**src/rtl/div_pkg.sv**
```systemverilog
// rtl/div_pkg.sv - shared constants and FSM encoding for the sequential divider
package div_pkg;

    // Operand/result width of the divider datapath.
    localparam int WIDTH = 32;

    // Width of the iteration counter (counts 0..31).
    localparam int CNT_W = 5;

    // Quotient reported when the captured divisor is zero.
    localparam logic [WIDTH-1:0] DBZ_QUOTIENT = '1;

    typedef enum logic [1:0] {
        ST_IDLE = 2'd0,
        ST_RUN  = 2'd1,
        ST_FIN  = 2'd2
    } state_t;

endpackage

```
**src/rtl/sub_32b.sv**
```systemverilog
// rtl/sub_32b.sv - 32-bit subtractor, diff = a - b - c_in, c_out=1 means no borrow
//
// Ports:
//   a, b   : 32-bit operands
//   c_in   : borrow in (1 subtracts an extra one)
//   diff   : a - b - c_in, modulo 2^32
//   c_out  : 1 when no borrow out of bit 31 (a >= b + c_in)
module sub_32b (
    input  logic [31:0] a,
    input  logic [31:0] b,
    input  logic        c_in,
    output logic [31:0] diff,
    output logic        c_out
);

    // Two's-complement subtract: a + ~b + 1, with the +1 withheld on borrow-in.
    assign {c_out, diff} = {1'b0, a} + {1'b0, ~b} + {32'd0, ~c_in};

endmodule

```
**src/rtl/div_32b_seq.sv**
```systemverilog
// rtl/div_32b_seq.sv - 32-bit unsigned restoring divider, one quotient bit per cycle
//
// Ports:
//   clk, rst_n          : clock, asynchronous active-low reset
//   start               : request pulse, accepted only in IDLE when done is low
//   dividend, divisor   : operands, captured on the accepted start
//   busy                : high while iterating
//   done                : one-cycle pulse when the results below update
//   quotient, remainder : results, held until the next accepted start completes
//   div_by_zero         : set with done when the captured divisor was zero
module div_32b_seq #(
    parameter int WIDTH = div_pkg::WIDTH,
    parameter int ITER  = div_pkg::WIDTH
) (
    input  logic             clk,
    input  logic             rst_n,
    input  logic             start,
    input  logic [WIDTH-1:0] dividend,
    input  logic [WIDTH-1:0] divisor,
    output logic             busy,
    output logic             done,
    output logic [WIDTH-1:0] quotient,
    output logic [WIDTH-1:0] remainder,
    output logic             div_by_zero
);

    import div_pkg::*;

    localparam logic [CNT_W-1:0] LAST_CNT = CNT_W'(ITER - 1);

    state_t state_q, state_d;

    logic             load;
    logic             step;
    logic             finish;

    // q_r starts as the dividend and is shifted into R one bit per cycle while
    // the quotient bits fill in from the LSB side.
    logic [WIDTH-1:0] q_r;
    logic [WIDTH-1:0] dvs_r;
    logic [WIDTH:0]   r_r;
    logic [CNT_W-1:0] cnt_r;
    logic             dbz_r;

    logic [WIDTH:0]   r_sh;
    logic [WIDTH-1:0] trial;
    logic             no_borrow;
    logic             trial_ok;

    assign r_sh = {r_r[WIDTH-1:0], q_r[WIDTH-1]};

    sub_32b u_sub (
        .a     (r_sh[WIDTH-1:0]),
        .b     (dvs_r),
        .c_in  (1'b0),
        .diff  (trial),
        .c_out (no_borrow)
    );

    // A set bit 32 means the shifted R already exceeds any 32-bit divisor.
    assign trial_ok = r_sh[WIDTH] | no_borrow;

    always_ff @(posedge clk or negedge rst_n) begin
        if (!rst_n) begin
            state_q <= ST_IDLE;
        end else begin
            state_q <= state_d;
        end
    end

    // done is checked in IDLE so a start coinciding with the done pulse is dropped.
    always_comb begin
        state_d = state_q;
        busy    = 1'b0;
        load    = 1'b0;
        step    = 1'b0;
        finish  = 1'b0;
        case (state_q)
            ST_IDLE: begin
                if (start && !done) begin
                    load    = 1'b1;
                    state_d = (divisor == '0) ? ST_FIN : ST_RUN;
                end
            end
            ST_RUN: begin
                busy = 1'b1;
                step = 1'b1;
                if (cnt_r == LAST_CNT) begin
                    state_d = ST_FIN;
                end
            end
            ST_FIN: begin
                finish  = 1'b1;
                state_d = ST_IDLE;
            end
            default: begin
                state_d = ST_IDLE;
            end
        endcase
    end

    always_ff @(posedge clk or negedge rst_n) begin
        if (!rst_n) begin
            q_r         <= '0;
            dvs_r       <= '0;
            r_r         <= '0;
            cnt_r       <= '0;
            dbz_r       <= 1'b0;
            done        <= 1'b0;
            quotient    <= '0;
            remainder   <= '0;
            div_by_zero <= 1'b0;
        end else begin
            done <= finish;
            if (load) begin
                q_r   <= dividend;
                dvs_r <= divisor;
                r_r   <= '0;
                cnt_r <= '0;
                dbz_r <= (divisor == '0);
            end
            if (step) begin
                r_r <= trial_ok ? {1'b0, trial} : r_sh;
                q_r <= {q_r[WIDTH-2:0], trial_ok};
                if (cnt_r != LAST_CNT) begin
                    cnt_r <= cnt_r + 1'b1;
                end
            end
            if (finish) begin
                // On divide-by-zero q_r was never shifted, so it still holds the dividend.
                quotient    <= dbz_r ? DBZ_QUOTIENT : q_r;
                remainder   <= dbz_r ? q_r : r_r[WIDTH-1:0];
                div_by_zero <= dbz_r;
            end
        end
    end

endmodule

```
**config.mk**
```make
export PLATFORM = sky130hd
export DESIGN_NAME = div_32b_seq
export DESIGN_NICKNAME = d
export VERILOG_FILES = /design/src/rtl/div_pkg.sv /design/src/rtl/sub_32b.sv /design/src/rtl/div_32b_seq.sv
export SDC_FILE = /design/constraint.sdc
export NUM_CORES = 1
export LEC_CHECK = 0
export CORE_UTILIZATION = 58
export CTS_CLUSTER_SIZE = 14
export DETAILED_ROUTE_END_ITERATION = 7
export DONT_BUFFER_PORTS = 1
export MAX_ROUTING_LAYER = met4
export PLACE_DENSITY_LB_ADDON = 0.12
export SYNTH_ARGS = -nofsm -noshare
export SYNTH_HDL_FRONTEND = slang
export SYNTH_SLANG_ARGS = --single-unit
```
**constraint.sdc**
```tcl
create_clock -name clk -period 2.8 [get_ports clk]
set_input_delay 0.84 -clock clk [delete_from_list [all_inputs] [get_ports clk]]
set_output_delay 0.84 -clock clk [all_outputs]
set_load 0.01 [all_outputs]
```
=== Word-level counts from Yosys, hierarchy flattened ===
Index checks and enable logic that the tools add are counted.

* Multiplexer cells: 18
* $mul: 0
* $lt $le $gt $ge: 0
* Reduce and logical (&&, ||, !) cells: 6
* Divide/modulo/power cells: 0
* Add/subtract/negate cells: 3
* Bitwise gates (word level): 2
* Shift operators: 0
* Equality and inequality tests: 6

{| class="wikitable"
|+ Operators by type and width
! kind !! number
|-
| $mux 32 || 7
|-
| $add 32x32->33 || 1
|-
| $add 33x1->33 const B || 1
|-
| $logic_not 32->1 || 1
|-
| $not 32->32 || 1
|-
| $mux 5 || 3
|-
| $mux 2 || 3
|-
| $add 5x1->5 const B || 1
|-
| $eq 5x5->1 const B || 1
|-
| $ne 5x5->1 const B || 1
|-
| $mux 1 || 4
|-
| $ne 2x2->1 const B || 2
|-
| $pmux 2 s2 || 1
|-
| $eq 2x1->1 const B || 1
|-
| $eq 2x2->1 const B || 1
|-
| $logic_not 2->1 || 1
|-
| $reduce_and 2->1 || 1
|-
| $reduce_bool 2->1 || 1
|-
| $logic_and 1x1->1 || 1
|-
| $logic_not 1->1 || 1
|-
| $or 1x1->1 || 1
|}

* RAM bits: 0
* Latch bits: 0
* ROM bits: 0
* Memories: 0
* Register bits: 170
* Logic and storage cells: 45

=== Logic depth before layout (Yosys ltp) ===
* Depth in word-level cells: 7
* Depth in mapped cells: 14
* Mapped depth without buffers: 13

=== Cells and area by module ===
A second synthesis with hierarchy kept.

* Cells, all modules: 1,022
* Area, all modules: 9,242.6 um^2

{| class="wikitable"
|+ By module, submodules not included
! module !! area each (um^2) !! instances !! sequential area each (um^2) !! cells an instance
|-
| div_32b_seq || 7,389.6 || 1 || 4,254.1 || 748
|-
| sub_32b || 1,853.0 || 1 || 0.0 || 274
|}

=== Worst setup path before layout ===
Ideal clock, no wire load.

* Kind: register to register
* Start: reg q_r[31]
* End: reg r_r[23]
* Cell stages (with the launch flop): 15
* Arrival: 2.540 ns
* Data required time: 2.680 ns
* Period minus slack after synthesis: 2.660 ns
* Setup slack: 0.140 ns
* Path buffers: 1
* Cells stage by stage: dfrtp_1 inv_1 ha_1 inv_1 fa_1 a211oi_1 o211ai_2 nand3_1 a211oi_2 nor2_2 o211ai_4 buf_6 o21ai_0 a21oi_1 a31o_1

* Longest elaborated chain between the ends: 5

{| class="wikitable"
|+ Ends and longest elaborated chain
! item !! RTL line !! source
|-
| start: declaration || div_32b_seq.sv:39 || <nowiki>logic [WIDTH-1:0] q_r;</nowiki>
|-
| start signal: assignment || div_32b_seq.sv:116 || <nowiki>q_r <= dividend;</nowiki>
|-
| start signal: assignment || div_32b_seq.sv:124 || <nowiki>q_r <= {q_r[WIDTH-2:0], trial_ok};</nowiki>
|-
| $add 32x32->33 (*) || sub_32b.sv:17 || <nowiki>assign {c_out, diff} = {1'b0, a} + {1'b0, ~b} + {32'd0, ~c_in};</nowiki>
|-
| $add 33x1->33 (*) || sub_32b.sv:17 ||
|-
| $or 1x1->1 || div_32b_seq.sv:61 || <nowiki>assign trial_ok = r_sh[WIDTH] | no_borrow;</nowiki>
|-
| $mux 32 (*) || div_32b_seq.sv:123 || <nowiki>r_r <= trial_ok ? {1'b0, trial} : r_sh;</nowiki>
|-
| $mux 32 (*) || div_32b_seq.sv:122 || <nowiki>if (step) begin</nowiki>
|-
| end signal: assignment || div_32b_seq.sv:123 ||
|-
| end: declaration || div_32b_seq.sv:41 || <nowiki>logic [WIDTH:0] r_r;</nowiki>
|}

Mark *: on every way between the ends. The rest lies on a longest branch, timed or not.
A chain may end at the register's enable or synchronous reset.

=== Worst setup path after layout ===
* Start: reg r_r[12]
* End: reg r_r[23]

* Longest elaborated chain between the ends: 5

{| class="wikitable"
|+ Ends and longest elaborated chain
! item !! RTL line
|-
| $add 32x32->33 (*) || sub_32b.sv:17
|-
| $add 33x1->33 (*) || sub_32b.sv:17
|-
| $or 1x1->1 || div_32b_seq.sv:61
|-
| $mux 32 (*) || div_32b_seq.sv:123
|-
| $mux 32 (*) || div_32b_seq.sv:122
|}

Marks and branches as above.

==> summary.md <==
| Metric | Value |
|---|---|
| Final Core Density | roughly two thirds |
| Setup violators final | 0 |
| Ys Warns | 0 |
| Top FF cell, synth | dfrtp_1 |
| Area Overhead vs Synth | 12.6% |
| Switch share | between 40% and 50% |
| GRT met2 Usage | just under 40% |
| Antenna violations before repair | 0 |
| Die ar. | approximately 16000 um2 |
| Critical Path Start Type | register |
| Post-layout minimum cycle time | about 2700 ps |
| Clock Tree Buf Depth | 2 |
| Final GP Congestion | between 0.9 and 1 |
| EDFF count, synth | 0 |
| Die Span X | ~130 um |
| Detailed placement HPWL | between 15000 and 20000 um |
| Hold Fails Final Rpt | 0 |
| Drt initial violations | 614 |
| Fillers | between 1000 and 1500 |
| Final Skew | just under 8 ps |
| Cell mode on critical path | a21o_1 |
| Max-cap violations | 0 |
| Final period utilization | between 90% and 100% |
| Post-DR wirelength/cell | 17.2 um |
| Max_slew headroom | between 50% and 60% |
| Grt ovf | 0 |
| P per Cell Area | 1600 nW/um2 |
| DR vias | around 7500 |
| GR Util All Layers | about 29% |
| Setup_tns | 0 ps |
| Die Y | between 100 and 150 um |
| Crit-path slowest cell | dfrtp_1 |
| Post-synthesis cell area | just over 9000 um2 |
| Worst path max stage delay | approximately 460 ps |
| Mapped Nets | between 1000 and 1500 |
| CP required | approximately 3100 ps |
| RSZ-0062 raised after global routing | yes |
| Finished Layout Cells | between 1000 and 1500 |
| Crit. End Element | register |
| Ratio of cells with drive above 1 in the final layout | 11.3% |
| Int Power | approximately 9.0 mW |
| Core Region | roughly 15000 um2 |
| Worst-Margin Slew | a little under 700 ps |
| Drt via density | a little under 6 |
| NetSw | around 7.5 mW |
| Highest clock rate | 0.367 GHz |
| Clock power share | 13.7% |
| Combinational power share | between 50% and 60% |
| Nets | roughly 1200 |
| Clock insertion delay at the later pin of the skew report | about 430 ps |
| Post-synthesis cell count | 1058 |
| First-pass GRT wire length | 35200 um |
| P_leak | about 4.6 nW |
| Worst slack at placement | -38.9 ps |
| Diode count | 0 |
| Worst-path fanout max | 7 |
| Distinct cells, synth | 57 |
| Largest net degree at the start of global routing | ~170 |
| Vias in the first global route | just under 7000 |
| H-Tree Level Count | 4 |
| Clk slew on worst S/H paths | roughly 70 ps |
| Seq pwr share | 30.2% |
| Sequential area share after synthesis | between 40% and 50% |
| Total CTS buffers | 17 |
| Slew Limit Fails | 0 |
| Critical R2R Launch | r_r[12]$_DFFE_PN0P_ |
| Setup ws final | 77.5 ps |
| Cell Rows | between 40 and 50 |
| Post-route ant nets | 0 |
| Crit path from | r_r[12]$_DFFE_PN0P_ |
| Port Buffers | 0 |
| Initial Utilization | between 50% and 60% |
| CTS tree | yes |
| Status | finished, final reports clean |
| Pre-Repair DR Iteration Count | 6 |
| CTS sink count | 170 |
| Met3 Use GR | between 4 and 5% |
| Maximum VDD drop | approximately 0.67 mV |
| IO Pins | between 100 and 150 |
| Total Wirelength | roughly 22000 um |
| Async set-reset flop share out of synthesis | 100% |
| Inst Count DP | roughly 1200 |
| Number of synthesized register bits | 170 |
| CP arrival | 3040 ps |
| Worst path cell trace | ha_2, a21o_1, a21o_1, a211oi_4, a211oi_2, nor2_2, o211ai_4, buf_4, o21ai_0, a21oi_1, a31o_1 |
| Crit path kind | reg -> reg |
| Worst hold path type | in -> async |
| Hold_ws | approximately 100 ps |
| Grt met1 use | between 40% and 50% |
| Root Buffer | clkbuf_16 |
| Post-synthesis average cell area | 8.63 um2 |
| DRC viols | 0 |
| Top Usage Layer GRT | met1 |
[routing by layer]
metal  wire [um]  vias up
met5           0        -
met4         268        0
met3        1450       20
met2        9290      230
met1       11100     3551
li1            -     3658
[timing repair]
action,4_1_cts,5_1_grt
pin swaps,0,14
cloned,0,2
hold buffers,0,0
setup endpoints to repair,27,30
buffers inserted,0,6
resized for setup,3,34
[final timing paths]
check	to	slack [ps]	cells after the start
worst min-delay path	quotient[7]$_DFFE_PN0P_	100	0
worst max-delay path	r_r[23]$_DFFE_PN0P_	80	11
min in group clk	cnt_r[3]$_DFF_PN0_	490	1
worst min register to register	cnt_r[3]$_DFF_PN0_	490	1
max in group asynchronous	dbz_r$_DFFE_PN0P_	2500	0
worst max register to register	r_r[23]$_DFFE_PN0P_	80	11
[through the flow]
step / instance area (um2) / power (mW)
after global routing: 10300 / 17.7
after floorplan: 9130 / 11.0
after global placement: 9510 / 13.2
final: 10300 / 16.4
after CTS: 10100 / 15.7
after detailed placement: 9510 / 13.4
[cell usage after synthesis, drive strengths merged, types with 3 or more instances]
cell type | instances | area, um2
or2 | 3 | 18.8
mux2i | 47 | 470
ha | 34 | 425
xnor2 | 12 | 105
dfrtp | 170 | 4250
and3 | 6 | 37.5
nor2 | 100 | 378
nand3 | 32 | 160
a211oi | 5 | 47.5
nor4 | 8 | 50.1
o22ai | 3 | 18.8
buf | 12 | 71.3
nor2b | 3 | 18.8
xor2 | 12 | 105
nor3 | 8 | 40.0
nand2b | 5 | 31.3
a41oi | 3 | 26.3
a31oi | 38 | 238
nand2 | 205 | 769
o21bai | 3 | 22.5
o211ai | 3 | 41.3
o21a | 5 | 37.5
inv | 42 | 158
a21oi | 31 | 155
nand4 | 7 | 43.8
a22o | 3 | 26.3
o21ai | 166 | 831
a21o | 15 | 113
clkbuf | 54 | 203
[registers in the layout (all words and copies together) (netlist names)]
| register | count |
|---|---|
| dvs_r | 32 |
| q_r | 32 |
| quotient | 32 |
| r_r | 32 |
| remainder | 32 |
| cnt_r | 5 |
| state_q | 2 |
| dbz_r | 1 |
| div_by_zero | 1 |
| done | 1 |
[power by group through the flow]
stage               Clock (mW)  Combinational [mW]  Sequential (mW)
floorplan                    0                6.41             4.61
CTS                       2.27                8.49             4.95
finish                    2.25                9.21             4.97
detailed placement           0                8.37             4.99
global placement             0                8.25             4.95
global route              2.37                10.2             5.12
[placed cells by master, fill, tap and decap left out, drive strengths merged, types with 5 or more instances in the layout]
| cell type | instances |
|---|---|
| a31oi | 38 |
| nand2b | 5 |
| nor4 | 8 |
| a21oi | 31 |
| xor2 | 12 |
| inv | 46 |
| a21o | 15 |
| clkinvlp | 5 |
| nand4 | 7 |
| o21a | 5 |
| and3 | 6 |
| buf | 51 |
| nor3 | 8 |
| nand2 | 205 |
| mux2i | 47 |
| a211oi | 5 |
| ha | 34 |
| xnor2 | 12 |
| dfrtp | 170 |
| clkbuf | 19 |
| o21ai | 166 |
| nor2 | 100 |
| nand3 | 32 |
[kinds of logic after synthesis]
group,share of synthesized area [%]
AOI/OAI and AO/OA,18.6
xor gates and xnor gates,2.30
adders and majority gates,4.88
buffers and inverters,4.73
DFF,46.6
muxes,5.15
and+or+nand+nor,17.7
[final cells by class]
class | instances | area, um2 | area share [%]
clock buffers | 18 | 429 | 4.17
clock inverters | 12 | 119 | 1.16
inverters | 42 | 158 | 1.53
multi-input cells | 780 | 4600 | 44.7
flip-flops and latches | 170 | 4260 | 41.4
well taps | 211 | 264 | 2.57
repair buffers | 52 | 462 | 4.49
[critical path: cells and delay by family (launching register included)]
| family | cells | cell delay [ps] |
|---|---|---|
| fa+ha+maj | 1 | 370 |
| flops | 1 | 460 |
| buf+inv | 1 | 220 |
| simple gates | 1 | 150 |
| compound gates | 8 | 1420 |
Power figures use the tool's default switching activity.
